--- src/rtl/tank_pump_sched_if.sv ---
// Sensor, fault-feedback and pump-command bundle between the tank front end
// and the two-pump scheduler.
interface tank_pump_sched_if;
  logic I;
  logic S;
  logic f1;
  logic f2;
  logic B1;
  logic B2;
  logic alarm;
  logic lead;

  modport master (output I, S, f1, f2, input B1, B2, alarm, lead);
  modport slave  (input I, S, f1, f2, output B1, B2, alarm, lead);
endinterface

--- src/rtl/tank_pump_sched.sv ---
// Two-pump water-tank scheduler: debounced level sensors drive a Moore FSM
// with lead rotation, lag-pump stagger, minimum run time and fault substitution.
module tank_pump_sched #(
  parameter int DEB_CYC = 4,
  parameter int STAGGER = 3,
  parameter int MIN_ON  = 8,
  parameter int CNT_W   = 8
) (
  input  logic              clk,
  input  logic              nReset,
  tank_pump_sched_if.slave  bus
);

  typedef enum logic [1:0] {
    ST_IDLE  = 2'd0,
    ST_LEAD  = 2'd1,
    ST_BOTH  = 2'd2,
    ST_FAULT = 2'd3
  } state_t;

  localparam logic [CNT_W-1:0] DEB_LIM  = CNT_W'(DEB_CYC);
  localparam logic [CNT_W-1:0] STAG_LIM = CNT_W'(STAGGER);
  localparam logic [CNT_W-1:0] RUN_LIM  = CNT_W'(MIN_ON);
  localparam logic [CNT_W-1:0] CNT_ONE  = CNT_W'(1);

  state_t                 state_r, state_s;
  logic [1:0]             raw_s, raw_prev_r, deb_r, deb_s;
  logic [1:0][CNT_W-1:0]  deb_cnt_r, deb_cnt_s;
  logic [CNT_W-1:0]       run_cnt_r, run_cnt_s;
  logic [CNT_W-1:0]       stag_cnt_r, stag_cnt_s;
  logic                   lead_r, lead_s;
  logic                   b1_r, b1_s, b2_r, b2_s, alarm_r, alarm_s;
  logic                   lvl_full_s, lvl_half_s, lvl_empty_s, lvl_invalid_s;
  logic                   dbl_flt_s, sub_s, stop_ok_s, promote_s;
  logic                   pump1_on_s, pump2_on_s;

  function automatic logic [CNT_W-1:0] sat_inc(input logic [CNT_W-1:0] v,
                                               input logic [CNT_W-1:0] lim);
    if (v >= lim) sat_inc = lim;
    else          sat_inc = v + CNT_ONE;
  endfunction

  assign raw_s = {bus.I, bus.S};

  // The first differing sample already counts as one, so a change lands after DEB_CYC edges.
  always_comb begin
    deb_s     = deb_r;
    deb_cnt_s = '0;
    for (int k = 0; k < 2; k++) begin
      if (raw_s[k] == deb_r[k])          deb_cnt_s[k] = '0;
      else if (raw_s[k] != raw_prev_r[k]) deb_cnt_s[k] = CNT_ONE;
      else                                deb_cnt_s[k] = deb_cnt_r[k] + CNT_ONE;
      if (deb_cnt_s[k] >= DEB_LIM) begin
        deb_s[k]     = raw_s[k];
        deb_cnt_s[k] = '0;
      end else begin
        deb_s[k]     = deb_r[k];
      end
    end
  end

  assign lvl_full_s    = (deb_r == 2'b11);
  assign lvl_half_s    = (deb_r == 2'b10);
  assign lvl_empty_s   = (deb_r == 2'b00);
  assign lvl_invalid_s = (deb_r == 2'b01);
  assign dbl_flt_s     = bus.f1 & bus.f2;
  assign sub_s         = lead_r ? (bus.f2 & ~bus.f1) : (bus.f1 & ~bus.f2);
  assign stop_ok_s     = (run_cnt_r >= RUN_LIM);
  assign promote_s     = lvl_empty_s && (stag_cnt_r == STAG_LIM);

  // Next state and lead; branch order encodes event precedence.
  always_comb begin
    state_s = state_r;
    lead_s  = lead_r;
    if (dbl_flt_s) begin
      state_s = ST_FAULT;
    end else begin
      case (state_r)
        ST_IDLE: begin
          if (lvl_invalid_s)                  state_s = ST_FAULT;
          else if (lvl_half_s || lvl_empty_s) state_s = ST_LEAD;
          else                                state_s = ST_IDLE;
        end
        ST_LEAD: begin
          if (lvl_invalid_s) begin
            state_s = ST_FAULT;
          end else if (lvl_full_s && stop_ok_s) begin
            state_s = ST_IDLE;
            lead_s  = ~lead_r;
          end else if (sub_s) begin
            lead_s  = ~lead_r;
          end else if (promote_s) begin
            state_s = ST_BOTH;
          end else begin
            state_s = ST_LEAD;
          end
        end
        ST_BOTH: begin
          if (lvl_invalid_s) begin
            state_s = ST_FAULT;
          end else if (lvl_full_s && stop_ok_s) begin
            state_s = ST_IDLE;
            lead_s  = ~lead_r;
          end else begin
            if (sub_s)      lead_s  = ~lead_r;
            else            lead_s  = lead_r;
            if (lvl_half_s) state_s = ST_LEAD;
            else            state_s = ST_BOTH;
          end
        end
        ST_FAULT: begin
          if (!lvl_invalid_s) state_s = ST_IDLE;
          else                state_s = ST_FAULT;
        end
        default: begin
          state_s = ST_IDLE;
        end
      endcase
    end
  end

  // Run time starts counting on the edge that leaves IDLE.
  always_comb begin
    run_cnt_s  = '0;
    stag_cnt_s = '0;
    if (state_s == ST_LEAD || state_s == ST_BOTH) run_cnt_s = sat_inc(run_cnt_r, RUN_LIM);
    else                                          run_cnt_s = '0;
    if (state_s == ST_LEAD && state_r == ST_LEAD && lvl_empty_s)
      stag_cnt_s = sat_inc(stag_cnt_r, STAG_LIM);
    else
      stag_cnt_s = '0;
  end

  // Pump commands decoded from the next state, masked by the sampled fault inputs.
  always_comb begin
    pump1_on_s = (state_s == ST_BOTH) || (state_s == ST_LEAD && !lead_s);
    pump2_on_s = (state_s == ST_BOTH) || (state_s == ST_LEAD &&  lead_s);
    b1_s       = pump1_on_s & ~bus.f1;
    b2_s       = pump2_on_s & ~bus.f2;
    alarm_s    = (state_s == ST_FAULT);
  end

  // State, counters and output registers.
  always_ff @(posedge clk or negedge nReset) begin
    if (!nReset) begin
      state_r    <= ST_IDLE;
      raw_prev_r <= 2'b11;
      deb_r      <= 2'b11;
      deb_cnt_r  <= '0;
      run_cnt_r  <= '0;
      stag_cnt_r <= '0;
      lead_r     <= 1'b0;
      b1_r       <= 1'b0;
      b2_r       <= 1'b0;
      alarm_r    <= 1'b0;
    end else begin
      state_r    <= state_s;
      raw_prev_r <= raw_s;
      deb_r      <= deb_s;
      deb_cnt_r  <= deb_cnt_s;
      run_cnt_r  <= run_cnt_s;
      stag_cnt_r <= stag_cnt_s;
      lead_r     <= lead_s;
      b1_r       <= b1_s;
      b2_r       <= b2_s;
      alarm_r    <= alarm_s;
    end
  end

  assign bus.B1    = b1_r;
  assign bus.B2    = b2_r;
  assign bus.alarm = alarm_r;
  assign bus.lead  = lead_r;

endmodule

--- src/flat_wrapper.sv ---
// flat-port wrapper written by rule: the top's interface ports become plain ports
module tank_pump_sched_flat 
#(
  parameter int DEB_CYC = 4,
  parameter int STAGGER = 3,
  parameter int MIN_ON  = 8,
  parameter int CNT_W   = 8
)
  (clk, nReset, bus_I, bus_S, bus_f1, bus_f2, bus_B1, bus_B2, bus_alarm, bus_lead);
  tank_pump_sched_if bus_i ();
  input  logic clk;
  input  logic nReset;
  input wire logic [$bits(bus_i.I)-1:0] bus_I;
  input wire logic [$bits(bus_i.S)-1:0] bus_S;
  input wire logic [$bits(bus_i.f1)-1:0] bus_f1;
  input wire logic [$bits(bus_i.f2)-1:0] bus_f2;
  output wire logic [$bits(bus_i.B1)-1:0] bus_B1;
  output wire logic [$bits(bus_i.B2)-1:0] bus_B2;
  output wire logic [$bits(bus_i.alarm)-1:0] bus_alarm;
  output wire logic [$bits(bus_i.lead)-1:0] bus_lead;
  assign bus_i.I = bus_I;
  assign bus_i.S = bus_S;
  assign bus_i.f1 = bus_f1;
  assign bus_i.f2 = bus_f2;
  assign bus_B1 = bus_i.B1;
  assign bus_B2 = bus_i.B2;
  assign bus_alarm = bus_i.alarm;
  assign bus_lead = bus_i.lead;
  tank_pump_sched #(.DEB_CYC(DEB_CYC), .STAGGER(STAGGER), .MIN_ON(MIN_ON), .CNT_W(CNT_W)) u_core (.clk(clk), .nReset(nReset), .bus(bus_i));
endmodule
--- config.mk ---
export PLATFORM = sky130hd
export DESIGN_NAME = tank_pump_sched_flat
export DESIGN_NICKNAME = d
export VERILOG_FILES = /design/src/rtl/tank_pump_sched_if.sv /design/src/rtl/tank_pump_sched.sv /design/src/flat_wrapper.sv
export SDC_FILE = /design/constraint.sdc
export NUM_CORES = 1
export LEC_CHECK = 0
export ABC_AREA = 1
export CAP_MARGIN = 40
export CORE_MARGIN = 2
export CORE_UTILIZATION = 52
export DETAILED_ROUTE_END_ITERATION = 10
export MAX_ROUTING_LAYER = met4
export PLACE_DENSITY_LB_ADDON = 0.15
export SETUP_SLACK_MARGIN = 0.02
export SYNTH_ARGS = -nofsm -noshare
export SYNTH_HDL_FRONTEND = slang
export SYNTH_SLANG_ARGS = --single-unit
--- constraint.sdc ---
create_clock -name clk -period 2.2 [get_ports clk]
set_input_delay 0.44 -clock clk [delete_from_list [all_inputs] [get_ports clk]]
set_output_delay 0.44 -clock clk [all_outputs]
set_load 0.01 [all_outputs]
==> metrics.md, run 1 <==
| Metric | Value |
|---|---|
| Footprint of the multi-input gates | roughly 850 sq um |
| Slowest library cell on the worst path | dfstp_2 |
| Slew Limit Fails | 0 |
| H-tree depth | 2 |
| Mapped cell area | around 0.0019 sq mm |
| R2R Setup Slk | around 96 ps |
| Max Freq | about 0.48 GHz |
| Ant diodes | 0 |
| Worst min-delay path class | in -> async |
| Leak | 0.00115 uW |
| DRC | 0 |
| Pwr Total | 2490 uW |
| Synth Instances | 189 |
| Die X | roughly 64 um |
| FILL cells | roughly 260 |
| Reg2Reg Capture Point | u_core.run_cnt_r[0]$_DFF_PN0_ |
| Most common library cell in the layout ignoring fill and taps | nand2_1 |
| Crit path kind | reg -> reg |
| FP Rows | 21 |
| # setup viols final | 0 |
| Mux contribution to synthesized area | 0% |
| Minimum clock period | between 2000 and 2500 ps |
| Synth warnings | 0 |
| Slowest Stage Delay on Critical Path | 550 ps |
| CP Data Arrival Time | 2390 ps |
| Die area | between 0.004 and 0.005 sq mm |
| Final period util | a little over nine tenths |
| Setup ws final | between 90 and 100 ps |
| Routed WL | between 3000 and 4000 um |
| Crit path top cell by count | nand2_1 |
| Outcome | finished clean |
| Initial antenna violation count | 0 |
| Via Count | 1324 |
| WL/cell | between 10 and 15 um |
| Endpoints failing hold | 0 |
| Critical R2R Launch | u_core.deb_r[1]$_DFFE_PN1P_ |
| I/O pin count | 10 |
| Num CTS Buffers | 5 |
| CP Launch Type | flip-flop |
| Worst EP required | 2490 ps |
| Vias per cell | roughly 4.7 |
| FF/Latch Area | about 0.0011 sq mm |
| CTS Root Cell | clkbuf_4 |
| Buffer and inverter count on the worst path | 2 |
| Peak supply drop | around 0.5 mV |
| Core ar. | 0.00339 sq mm |
| Most used cells in the layout excluding fill and tap cells | nand2_1 (39), dfrtp_1 (38), conb_1 (22), inv_1 (17), nand3_1 (16) |
| Die Span Y | roughly 64 um |
| Initial detailed-routing violation count | 81 |
| Vias in the first global route | approximately 1400 |
| Place WS | -221 ps |
| Library cells used by synthesis | 23 |
| P&R area growth vs syn | 23.7% |
| Register bit total from synthesis | between 40 and 50 |
| DP HPWL | approximately 2300 um |
| Post-Synth Simple-Gate Area | between 10% and 20% |
| Setup TNS | 0 ps |
| Crit path max-delay family | simple AND/OR/NAND/NOR gates |
| Grt total ovfl | 0 |
| Synth Area in Compound Gates | between 6 and 7% |
| Post-synthesis average cell area | 9.86 sq um |
| CP max FO | 3 |
| First-pass GRT wire length | ~5700 um |
| Worst setup EP type | flip-flop |
| R2R cell count | 16 |
| Cell Pwr Density | ~1100 mW/mm^2 |
| Main combinational cell family by area after synthesis | simple AND/OR/NAND/NOR gates |
| Clock sinks | 42 |
| CTS clk-pin slew, worst paths | around 110 ps |
| XOR/XNOR Fraction of Synth Area | 2.35% |
| Worst skew pair latency | roughly 340 ps |
| Clock Skew | 6.35 ps |
| Port Buf Inserts | 9 |
| Max Root-Sink Buffers | 2 |
| Critical-path cell list | inv_2 -> ha_4 -> nand2_1 -> inv_1 -> nand2_2 -> nor2_4 -> nand2_2 -> nand2_1 -> nand2_1 -> nand2_1 -> nand2_1 -> nand2_2 -> a21oi_2 -> ha_4 -> or2_4 -> nor2_2 |
| Post-synthesis sequential area ratio | between 50% and 60% |
| Layout cells sized above 1 | between 10% and 20% |
| GRT Total Usage | around a fifth |
| Initial core utilization | between 50% and 60% |
| Detailed Routing Iterations Pass 1 | 4 |
| Placer congestion estimate | ~0.81 |
| Total of max-cap violations | 0 |
| Largest net degree at the start of global routing | 40 |
| Layout Nets | approximately 260 |
| CTS tree | yes |
| Adder-Cell Fraction of Synth Area | 10.7% |
| Antenna Violating Nets Remaining | 0 |
-- power by group --
group	switching (uW)	internal (uW)
clock network	233	271
logic	556	444
registers	81.9	906
-- registers in the layout, summed over array words and instances (netlist names) --
name and cells:
u_core.bus.alarm 1, u_core.bus.B1 1, u_core.state_r 2, u_core.bus.B2 1, u_core.raw_prev_r 2, u_core.deb_cnt_r 16, u_core.run_cnt_r 8, u_core.stag_cnt_r 8
u_core.deb_r 2, u_core.bus.lead 1
-- kinds of logic after synthesis --
logic type      Yosys count
xor+xnor                  5
compound gates           21
simple gates             83
fa+ha+maj                16
other cells               1
buf+inv                  21
flops                    42
-- stage by stage --
step,hold WS [ps],instances,instance area (sq um),util [%]
after detailed placement,262,274,2160,63.9
after CTS,417,283,2260,66.7
after global routing,423,283,2300,68.0
final,432,283,2300,68.0
after floorplan,144,210,1940,-
after global placement,438,273,2140,63.3
-- layer usage --
| layer | share of wire [%] | vias to the layer above | wire length (um) | GRT usage [%] |
|---|---|---|---|---|
| li1 | - | 675 | - | - |
| met1 | 45 | 617 | 1420 | 20.8 |
| met2 | 50 | 24 | 1580 | 31.6 |
| met3 | 3.3 | 8 | 106 | 4.58 |
| met4 | 2.3 | 0 | 72 | 8.42 |
| met5 | 0 | - | 0 | - |
-- how the worst max path moves through the flow --
stage | startpoint | cells after the start | end
after global placement | bus_f1 | 15 | u_core.run_cnt_r[2]$_DFF_PN0_
after detailed placement | bus_f1 | 15 | u_core.run_cnt_r[0]$_DFF_PN0_
after global routing | u_core.deb_r[1]$_DFFE_PN1P_ | 16 | u_core.run_cnt_r[0]$_DFF_PN0_
after CTS | u_core.deb_r[0]$_DFFE_PN1P_ | 16 | u_core.run_cnt_r[0]$_DFF_PN0_
after floorplan | u_core.deb_r[0]$_DFFE_PN1P_ | 16 | u_core.run_cnt_r[0]$_DFF_PN0_
final | u_core.deb_r[1]$_DFFE_PN1P_ | 16 | u_core.run_cnt_r[0]$_DFF_PN0_
-- area by class of cell --
class                   count  share of cell area, %
flip-flops and latches     42                   45.8
multi-input cells         147                   37.0
repair buffers             19                   7.60
inverters                  21                   3.42
well taps                  46                   2.50
clock buffers               7                   2.39
clock inverters             1                   1.30
-- cells in the mapped netlist --
cell type	count	share of area, %
nand2_1	41	8.3
inv_1	20	4.0
conb_1	1	0.20
nand2_2	2	0.67
nor2_4	1	0.60
xor2_1	2	0.94
nand3b_1	1	0.40
or2_2	2	0.67
inv_2	1	0.20
nand3_1	17	4.6
dfstp_2	4	5.6
a21oi_2	1	0.47
dfrtp_1	38	51
nor4_1	1	0.34
nand4_1	2	0.67
a21oi_1	10	2.7
o21bai_1	3	1.2
xnor2_1	3	1.4
nor3_1	2	0.54
o21ai_0	3	0.81
ha_1	16	11
o21ai_1	4	1.1
nor2_1	14	2.8
-- repair_timing --
item                       4_1_cts  5_1_grt
hold buffers                     1        0
setup endpoints to repair        2        5
buffers inserted                 0        0
pin swaps                        0        6
resized for setup                1       12
hold endpoints to repair         3        0
Note: power is estimated with default switching activity, not from simulation.
==> run 2, diff against run 1 <==
PLACE_DENSITY = 0.76   (was not set)
PLACE_DENSITY_LB_ADDON = not set   (was 0.15)
==> metrics.md, run 2 (synthesis results as in run 1) <==
| Metric | Value |
|---|---|
| Clock Skew | 5.24 ps (-1.10 ps) |
| Die Span Y | 63.9 um (unchanged) |
| Power share of the combinational group | 41.6% (+1.5 points) |
| Layout Nets | 257 (-0.39%) |
| CTS Root Cell | clkbuf_4 |
| Crit path top cell by count | nand2_1 |
| Slew Limit Fails | 0 (unchanged) |
| DP HPWL | 1900 um (-16%) |
| Most used cells in the layout excluding fill and tap cells | nand2_1 (39), dfrtp_1 (38), conb_1 (22), inv_1 (18), nand3_1 (16) |
| Worst setup EP type | flip-flop |
| Peak supply drop | 0.628 mV (+28%) |
| CTS tree | yes |
| R2R cell count | 16 (unchanged) |
| Antenna Violating Nets Remaining | 0 (unchanged) |
| Reg2Reg Capture Point | u_core.run_cnt_r[2]$_DFF_PN0_ |
| Max Root-Sink Buffers | 2 (unchanged) |
| Switch share | 35.7% (+0.76 points) |
| Final period util | 94.0% (-1.6 points) |
| Pwr Total | 2340 uW (-6.1%) |
| Detailed Routing Iterations Pass 1 | 4 (unchanged) |
| I/O pin count | 10 (unchanged) |
| Slowest library cell on the worst path | dfstp_2 |
| Leak | 0.00114 uW (-0.72%) |
| CTS clk-pin slew, worst paths | 110 ps (about the same) |
| Port Buf Inserts | 9 (unchanged) |
| Clock power share | 16.3% (-4.0 points) |
| Total of max-cap violations | 0 (unchanged) |
| Hold_buf cts | 0 (-1) |
| # setup viols final | 0 (unchanged) |
| First-pass GRT wire length | 4840 um (-15%) |
| Setup ws final | 132 ps (+36.1 ps) |
| CP Launch Type | flip-flop |
| CP max FO | 3 (unchanged) |
| FP Rows | 21 (unchanged) |
| Die X | 63.9 um (unchanged) |
| Buffer and inverter count on the worst path | 2 (unchanged) |
| R2R Setup Slk | 130 ps (+40 ps) |
| Vias per cell | 4.52 (-3.4%) |
| Grt total ovfl | 0 (unchanged) |
| Num CTS Buffers | 5 (unchanged) |
| Crit path kind | reg -> reg |
| Worst EP required | 2490 ps (about the same) |
| P_sw | 836 uW (-4.1%) |
| Max Freq | 0.484 GHz (+1.7%) |
| FF/Latch Area | 0.00106 sq mm (unchanged) |
| Biggest registers after layout | u_core.deb_cnt_r: 16 flops, u_core.run_cnt_r: 8 flops, u_core.stag_cnt_r: 8 flops |
| Max FFs per register | 16 (unchanged) |
| Placer congestion estimate | 0.805 (-0.90%) |
| Critical-path cell list | inv_2 -> ha_4 -> nand2_1 -> inv_1 -> nand2_2 -> nor2_4 -> nand2_2 -> nand2_1 -> nand2_1 -> nand2_1 -> nand2_1 -> nand2_2 -> a21oi_4 -> ha_4 -> or2_4 -> nor2_2 |
| Outcome | finished clean |
| Critical R2R Launch | u_core.deb_r[1]$_DFFE_PN1P_ |
| WL/cell | 9.32 um (-17%) |
| CP Data Arrival Time | 2360 ps (-30 ps) |
| Worst min-delay path class | in -> async |
| Clock sinks | 42 (unchanged) |
| Top reg by flops | u_core.deb_cnt_r |
| Placed Area | 0.00216 sq mm (unchanged) |
| Int Pwr | 1500 uW (-7.2%) |
| Vias in the first global route | 1221 (-12%) |
| H-tree depth | 2 (unchanged) |
| Endpoints failing hold | 0 (unchanged) |
| Critical path depth | 16 (unchanged) |
| Largest net degree at the start of global routing | 43 (+7.5%) |
| Setup TNS | 0 ps (unchanged) |
| Slowest Stage Delay on Critical Path | 550 ps (about the same) |
| P&R area growth vs syn | 22.0% |
| Minimum clock period | 2070 ps (-36.1 ps) |
| Initial antenna violation count | 0 (unchanged) |
| RSZ-0062 raised after global routing | no |
| Worst skew pair latency | 340 ps (about the same) |
| Setup Fix Bufs, Post-CTS | 0 (unchanged) |
| GRT Total Usage | 16.0% (-2.7 points) |
| Via Count | 1275 (-3.7%) |
| Place WS | -200 ps (+20.5 ps) |
| Seq pwr share | 42.1% (+2.5 points) |
| Post-route cell area | 0.00227 sq mm (-1.4%) |
| Die area | 0.00408 sq mm (unchanged) |
| Crit path max-delay family | simple AND/OR/NAND/NOR gates |
| Post-Layout Cell Count | 282 (-0.35%) |
| Placed cell count | 274 (unchanged) |
| Initial detailed-routing violation count | 37 (-54%) |
| Cell Pwr Density | 1030 mW/mm^2 (-4.8%) |
| Routed WL | 2630 um (-17%) |
| Ant diodes | 0 (unchanged) |
| FILL cells | 259 (+0.78%) |
| Layout cells sized above 1 | 15.3% (-1.2 points) |
| Most common library cell in the layout ignoring fill and taps | nand2_1 |
| Initial core utilization | 55.0% (unchanged) |
| Footprint of the multi-input gates | 855 sq um (+0.29%) |
| DRC | 0 (unchanged) |
| Core ar. | 0.00339 sq mm (unchanged) |
## run 2: cell count changes in the layout (fill, tap and decap cells not counted), sizes merged
| cell | before | now |
|---|---|---|
| bufinv | 1 | 0 |
| clkinv | 0 | 1 |
| dlygate4sd3 | 1 | 0 |
## run 2: routing by layer
metal	wire length, um	GRT usage [%]	part of all wire [%]
met1	1200	19.1	46
met5	0	-	0
met4	79	8.15	3.0
met3	99	5.28	3.8
met2	1250	24.3	48
## run 2: how the worst max path moves through the flow
stage,start,to,slack (ps)
floorplan,u_core.deb_r[0]$_DFFE_PN1P_,u_core.run_cnt_r[0]$_DFF_PN0_,90
global placement,bus_f1,u_core.run_cnt_r[0]$_DFF_PN0_,-160
detailed placement,bus_f1,u_core.run_cnt_r[0]$_DFF_PN0_,-200
CTS,u_core.deb_r[1]$_DFFE_PN1P_,u_core.run_cnt_r[2]$_DFF_PN0_,30
global route,u_core.deb_r[0]$_DFFE_PN1P_,u_core.run_cnt_r[2]$_DFF_PN0_,4
finish,u_core.deb_r[1]$_DFFE_PN1P_,u_core.run_cnt_r[2]$_DFF_PN0_,130
## run 2: what timing repair did
action                                  CTS  global route
pin swaps                                 0             2
gates resized for setup                   1            10
endpoints found under the setup margin    2             7
## run 2: through the flow
stage | hold slack (ps) | util, %
after floorplan | 144 | -
after global placement | 423 | 63.9
after detailed placement | 426 | 63.9
after CTS | 33.9 | 65.7
after global routing | 25.5 | 67.0
final | 40.9 | 67.0
## run 2: final cells by class
cell class	count	area share, %
sequential	42	46.5
multi-input combinational	147	37.6
timing repair buffer	18	7.27
inverter	21	3.47
tap	46	2.53
clock buffer	7	2.42
clock inverter	1	0.220
## run 2: power groups by stage
stage	Combinational, uW	Sequential (uW)	Clock, uW
after global placement	869	993	0
after CTS	884	982	402
final	974	985	381
after global routing	1120	1000	440
after floorplan	553	1000	0
after detailed placement	872	998	0
==> run 3, diff against run 2 <==
CORE_UTILIZATION = 50   (was 52)
CTS_CLUSTER_DIAMETER = 30   (was not set)
PLACE_DENSITY = 0.74   (was 0.76)
==> metrics.md, run 3 (synthesis results as in run 1) <==
| Metric | Value |
|---|---|
| Die Span Y | 65.0 um (+1.9%) |
| I/O pin count | 10 (unchanged) |
| Die area | 0.00423 sq mm (+3.7%) |
| Total of max-cap violations | 0 (unchanged) |
| Crit path max-delay family | simple AND/OR/NAND/NOR gates |
| Pwr Total | 2600 uW (+11%) |
| GRT Total Usage | 15.7% (-0.28 points) |
| Port Buf Inserts | 9 (unchanged) |
| Clock Skew | 5.60 ps (+0.353 ps) |
| Vias per cell | 4.57 (+1.2%) |
| Post-Route Utilization | 64.3% (-2.7 points) |
| Minimum clock period | 2120 ps (+48.0 ps) |
| CP Data Arrival Time | 2340 ps (-20 ps) |
| Worst min-delay path class | in -> async |
| Worst rel slew slack | around 63% |
| Routed WL | 2920 um (+11%) |
| Max FFs per register | 16 (unchanged) |
| Most used cells in the layout excluding fill and tap cells | nand2_1 (38), dfrtp_1 (38), conb_1 (22), inv_1 (18), nand3_1 (16) |
| CP max FO | 3 (unchanged) |
| Critical-path cell list | inv_4 -> ha_4 -> nand2_1 -> inv_1 -> nand2_2 -> nor2_4 -> nand2_2 -> nand2_1 -> nand2_1 -> nand2_1 -> nand2_2 -> nand2_2 -> a21oi_4 -> ha_4 -> or2_4 -> nor2_2 |
| Peak supply drop | 0.878 mV (+40%) |
| Via Count | 1308 (+2.6%) |
| CTS Root Cell | clkbuf_8 |
| Worst setup EP type | flip-flop |
| Num CTS Buffers | 5 (unchanged) |
| Worst EP required | 2420 ps (-70 ps) |
| Leak | 0.00117 uW (+2.7%) |
| DP HPWL | 2040 um (+7.5%) |
| Biggest registers after layout | u_core.deb_cnt_r: 16 flops, u_core.run_cnt_r: 8 flops, u_core.stag_cnt_r: 8 flops |
| Vias in the first global route | 1190 (-2.5%) |
| Largest net degree at the start of global routing | 27 (-37%) |
| First-pass GRT wire length | 4800 um (-0.85%) |
| CP Launch Type | flip-flop |
| Detailed Routing Iterations Pass 1 | 4 (unchanged) |
| DRC | 0 (unchanged) |
| Max Root-Sink Buffers | 2 (unchanged) |
| CTS clk-pin slew, worst paths | 70 ps (-40 ps) |
| RSZ-0062 raised after global routing | yes |
| Initial antenna violation count | 0 (unchanged) |
| R2R cell count | 16 (unchanged) |
| Slowest library cell on the worst path | dfstp_2 |
| P&R area growth vs syn | 25.5% |
| Max Freq | 0.473 GHz (-2.3%) |
| Critical R2R Launch | u_core.deb_r[1]$_DFFE_PN1P_ |
| Final period util | 96.2% (+2.2 points) |
| Core ar. | 0.00363 sq mm (+7.2%) |
| Initial core utilization | 51.3% (-3.7 points) |
| H-tree depth | 2 (unchanged) |
| Grt total ovfl | 0 (unchanged) |
| Placer congestion estimate | 0.859 (+6.7%) |
| R2R Setup Slk | 80 ps (-50 ps) |
| Endpoints failing hold | 0 (unchanged) |
| WL/cell | 10.2 um (+9.4%) |
| Buffer and inverter count on the worst path | 2 (unchanged) |
| FP Rows | 22 (+4.8%) |
| Clock sinks | 42 (unchanged) |
| Top reg by flops | u_core.deb_cnt_r |
| Slowest Stage Delay on Critical Path | 560 ps (about the same) |
| Reg2Reg Capture Point | u_core.run_cnt_r[0]$_DFF_PN0_ |
| Slew Limit Fails | 0 (unchanged) |
| Place WS | -211 ps (-11.2 ps) |
| # setup viols final | 0 (unchanged) |
| Critical Path Start | u_core.deb_r[1]$_DFFE_PN1P_ |
| CTS tree | yes |
| Layout cells sized above 1 | 16.8% (+1.6 points) |
| Layout Nets | 259 (+0.78%) |
| Ant diodes | 0 (unchanged) |
| Outcome | finished clean |
| Antenna Violating Nets Remaining | 0 (unchanged) |
| Setup ws final | 83.8 ps (-48.0 ps) |
| Crit path kind | reg -> reg |
| Initial detailed-routing violation count | 59 (+59%) |
| Transition time of the tightest slew-check pin | around 550 ps |
| Die X | 65.0 um (+1.9%) |
| Cell Pwr Density | 1110 mW/mm^2 (+8.1%) |
| Worst skew pair latency | 290 ps (-50 ps) |
[run 3: per-stage QoR]
stage	area [sq um]	std cells	hold WS, ps	TNS, ps
3_3_place_gp	2160	277	448	-350
5_1_grt	2340	286	157	-5.12
2_1_floorplan	1940	210	144	0
6_report	2340	286	128	0
4_1_cts	2280	285	144	0
3_5_place_dp	2160	277	447	-501
[run 3: cell type report]
cell class,count,area (sq um)
clock buffers,6,72.6
clock inverters,2,37.5
fillers,301,1300
inverters,21,81.3
multi-input cells,147,860
flip-flops and latches,42,1060
well taps,48,60.1
repair buffers,20,170
[run 3: power by group]
part	leakage [uW]	internal, uW	switching (uW)
clock	0.0000514	338	255
sequential	0.000508	907	81.8
combinational	0.000613	460	562
total	0.00117	1700	898
[run 3: worst max path at each step]
| stage | slack (ps) | endpoint | depth (start not counted) |
|---|---|---|---|
| floorplan | 90 | u_core.run_cnt_r[0]$_DFF_PN0_ | 16 |
| global placement | -160 | u_core.run_cnt_r[0]$_DFF_PN0_ | 15 |
| detailed placement | -210 | u_core.run_cnt_r[0]$_DFF_PN0_ | 15 |
| CTS | 30 | u_core.run_cnt_r[0]$_DFF_PN0_ | 16 |
| global route | -4 | u_core.run_cnt_r[0]$_DFF_PN0_ | 16 |
| finish | 80 | u_core.run_cnt_r[0]$_DFF_PN0_ | 16 |
[run 3: layer usage]
layer | track usage, % | part of all wire [%] | vias up
met3 | 6.08 | 4.1 | 10
met1 | 17.9 | 46 | 594
li1 | - | - | 679
met2 | 25.0 | 48 | 25
met5 | - | 0 | -
met4 | 6.51 | 2.3 | 0
[run 3: what timing repair did]
item / 4_1_cts / 5_1_grt
hold buffers: 0 / 0
setup buffers: 0 / 1
pin swaps: 0 / 5
endpoints found under the setup margin: 2 / 4
resized for setup: 2 / 13
hold endpoints to repair: 0 / 0
==> RTL change: new RTL, flow settings as in run 3 <==
Reset style: synchronous (`nReset`), changed in one clocked block.
--- a/src/rtl/tank_pump_sched.sv
+++ b/src/rtl/tank_pump_sched.sv
@@ -143,3 +143,3 @@
   // State, counters and output registers.
-  always_ff @(posedge clk or negedge nReset) begin
+  always_ff @(posedge clk) begin
     if (!nReset) begin
Behaviour: differs if nReset is asserted again (counterexample within 4 cycles, from zero or initial values and one cycle with nReset low); with nReset held inactive, the same outputs for 10 cycles.
==> RTL change against run 3 <==
Setup slack got worse by 63 ps; critical path depth rose by 1; area after synthesis fell by 4.4%; clock skew rose by 2.0 ps; design area fell by 5.8%; core utilization rose by 0.64 points; wire length fell by 0.27%; sequential cell count did not move; highest routed layer unchanged.
Power is not compared: it rests on default switching activity, and its combinational part moved more than twofold at a synthesized area within 25%.
==> RTL change: results (changes against run 3) <==
Status
  • Run status: finished clean

STA
  • Max Clock Freq: 459 MHz (-2.9%)
  • Clock skew: 7.60 ps (+2.01 ps)
  • Worst hold slack: 428 ps (+299 ps)

Setup path
  • Reg-to-reg startpoint: u_core.deb_r[0]$_SDFFE_PN1P_
  • Crit. Startpoint: bus_f1
  • WP data arrival: 2480 ps (+140 ps)
  • R2R cell count: 18 (+2)
  • Reg2Reg Setup Slack: 40 ps (-40 ps)
  • CP Max Fanout: 4 (+1)
  • Slowest CP cell: clkdlybuf4s50_1
  • Setup crit end: u_core.run_cnt_r[2]$_SDFF_PP0_

Cells and area
  • Final Util: 0.650 (+0.00643)
  • Fraction of layout cells with a size suffix above 1: 0.198 (+0.0304)
  • Buffers, non-clock: 21 (+5.0%)
  • Cell Count, Final, Fillers Out: 308 (+7.7%)
  • Fraction of area in multi-input gates: 0.428 (+0.0606)
  • Non-clk buf share: 0.0818 (+0.00901)
  • Final net count: 284 (+9.7%)
  • Non-clock inverters: 31 (+48%)
  • Clock network share of area: 0.0273 (-0.0198)
  • Clock buf count: 7 (+1)
  • Fillers: 289 (-4.0%)

Routing
  • Drt wl/cell: 9.44 um (-7.4%)
  • Metal2 WL: 1.45 mm (+3.9%)
  • Met3 WL: 73 um (-39%)
  • DR iter-0 viols: 20 (-66%)
  • Vias after detailed routing: 1353 (+3.4%)
  • M1 WL: 1.30 mm (-2.6%)

Placement
  • Placed Cells: 297 (+7.2%)
  • Place WS: -376 ps (-165 ps)
  • Dpl cell area: 2070 um2 (-4.3%)
  • Detailed Place HPWL: 2.18 mm (+6.8%)
  • Routability cong.: 0.824 (-4.0%)

Logic synthesis
  • Sequential area share after synthesis: 0.472 (-0.0949)
  • Cell count after synthesis: 213 (+13%)
  • Top area cells in the synthesized netlist: dfxtp_1 (47%), ha_1 (12%), nand2_1 (9.7%)
  • Mapped Avg Cell Area: 8.36 um2 (-15%)
  • Post-synth cell types: 31 (+35%)
  • Commonest cells post-synth: nand2_1 (46), dfxtp_1 (42), inv_1 (25)
  • Dominant synthesized flop cell: dfxtp_1

CTS
  • Worst-path clk slew: 110 ps (+40 ps)
  • Worst skew pair latency: 350 ps (+60 ps)
  • CTS root buffer: clkbuf_4

Global routing
  • Total track usage: 0.171 (+0.0134)
  • First-pass GRT wire length: 5.25 mm (+9.3%)
  • Met3 Usage GRT: 0.0429 (-0.0179)
  • Pin count of the biggest net entering global routing: 13 (-52%)
  • Met1 Use GR: 0.176 (-0.00269)
  • Met2 Track Usage GR: 0.292 (+0.0421)

Min path
  • Worst hold path type: register to register
RTL change: cell count changes in the layout (fill, tap and decap cells not counted), moves of 3 or more:
cell             run 3  this run
clkbuf_8             5         1
dfxtp_1              0        39
dfrtp_1             38         0
nand3_1             16         7
dfstp_2              4         0
a21oi_2              0         3
clkbuf_4             0         5
inv_1               18        22
nor2_1              12        17
inv_2                2         8
nand2_1             38        43
a21oi_1             10         6
dfxtp_2              0         3
RTL change: cell families (layout without fill, tap and decap cells):
logic type,Yosys count,in the layout,synth area share
buffers and inverters,32,60,0.0695
XOR/XNOR,5,5,0.0246
other,1,22,0.00210
AO/OA/AOI/OAI,21,21,0.0695
flip-flops,42,42,0.472
AND/OR/NAND/NOR,95,95,0.243
adder cells (fa/ha/maj),17,17,0.119
RTL change: repair_timing:
action,CTS,global route
pin swaps,2,8
setup endpoints to repair,3,5
buffers inserted,1,2
gates resized for setup,3,14
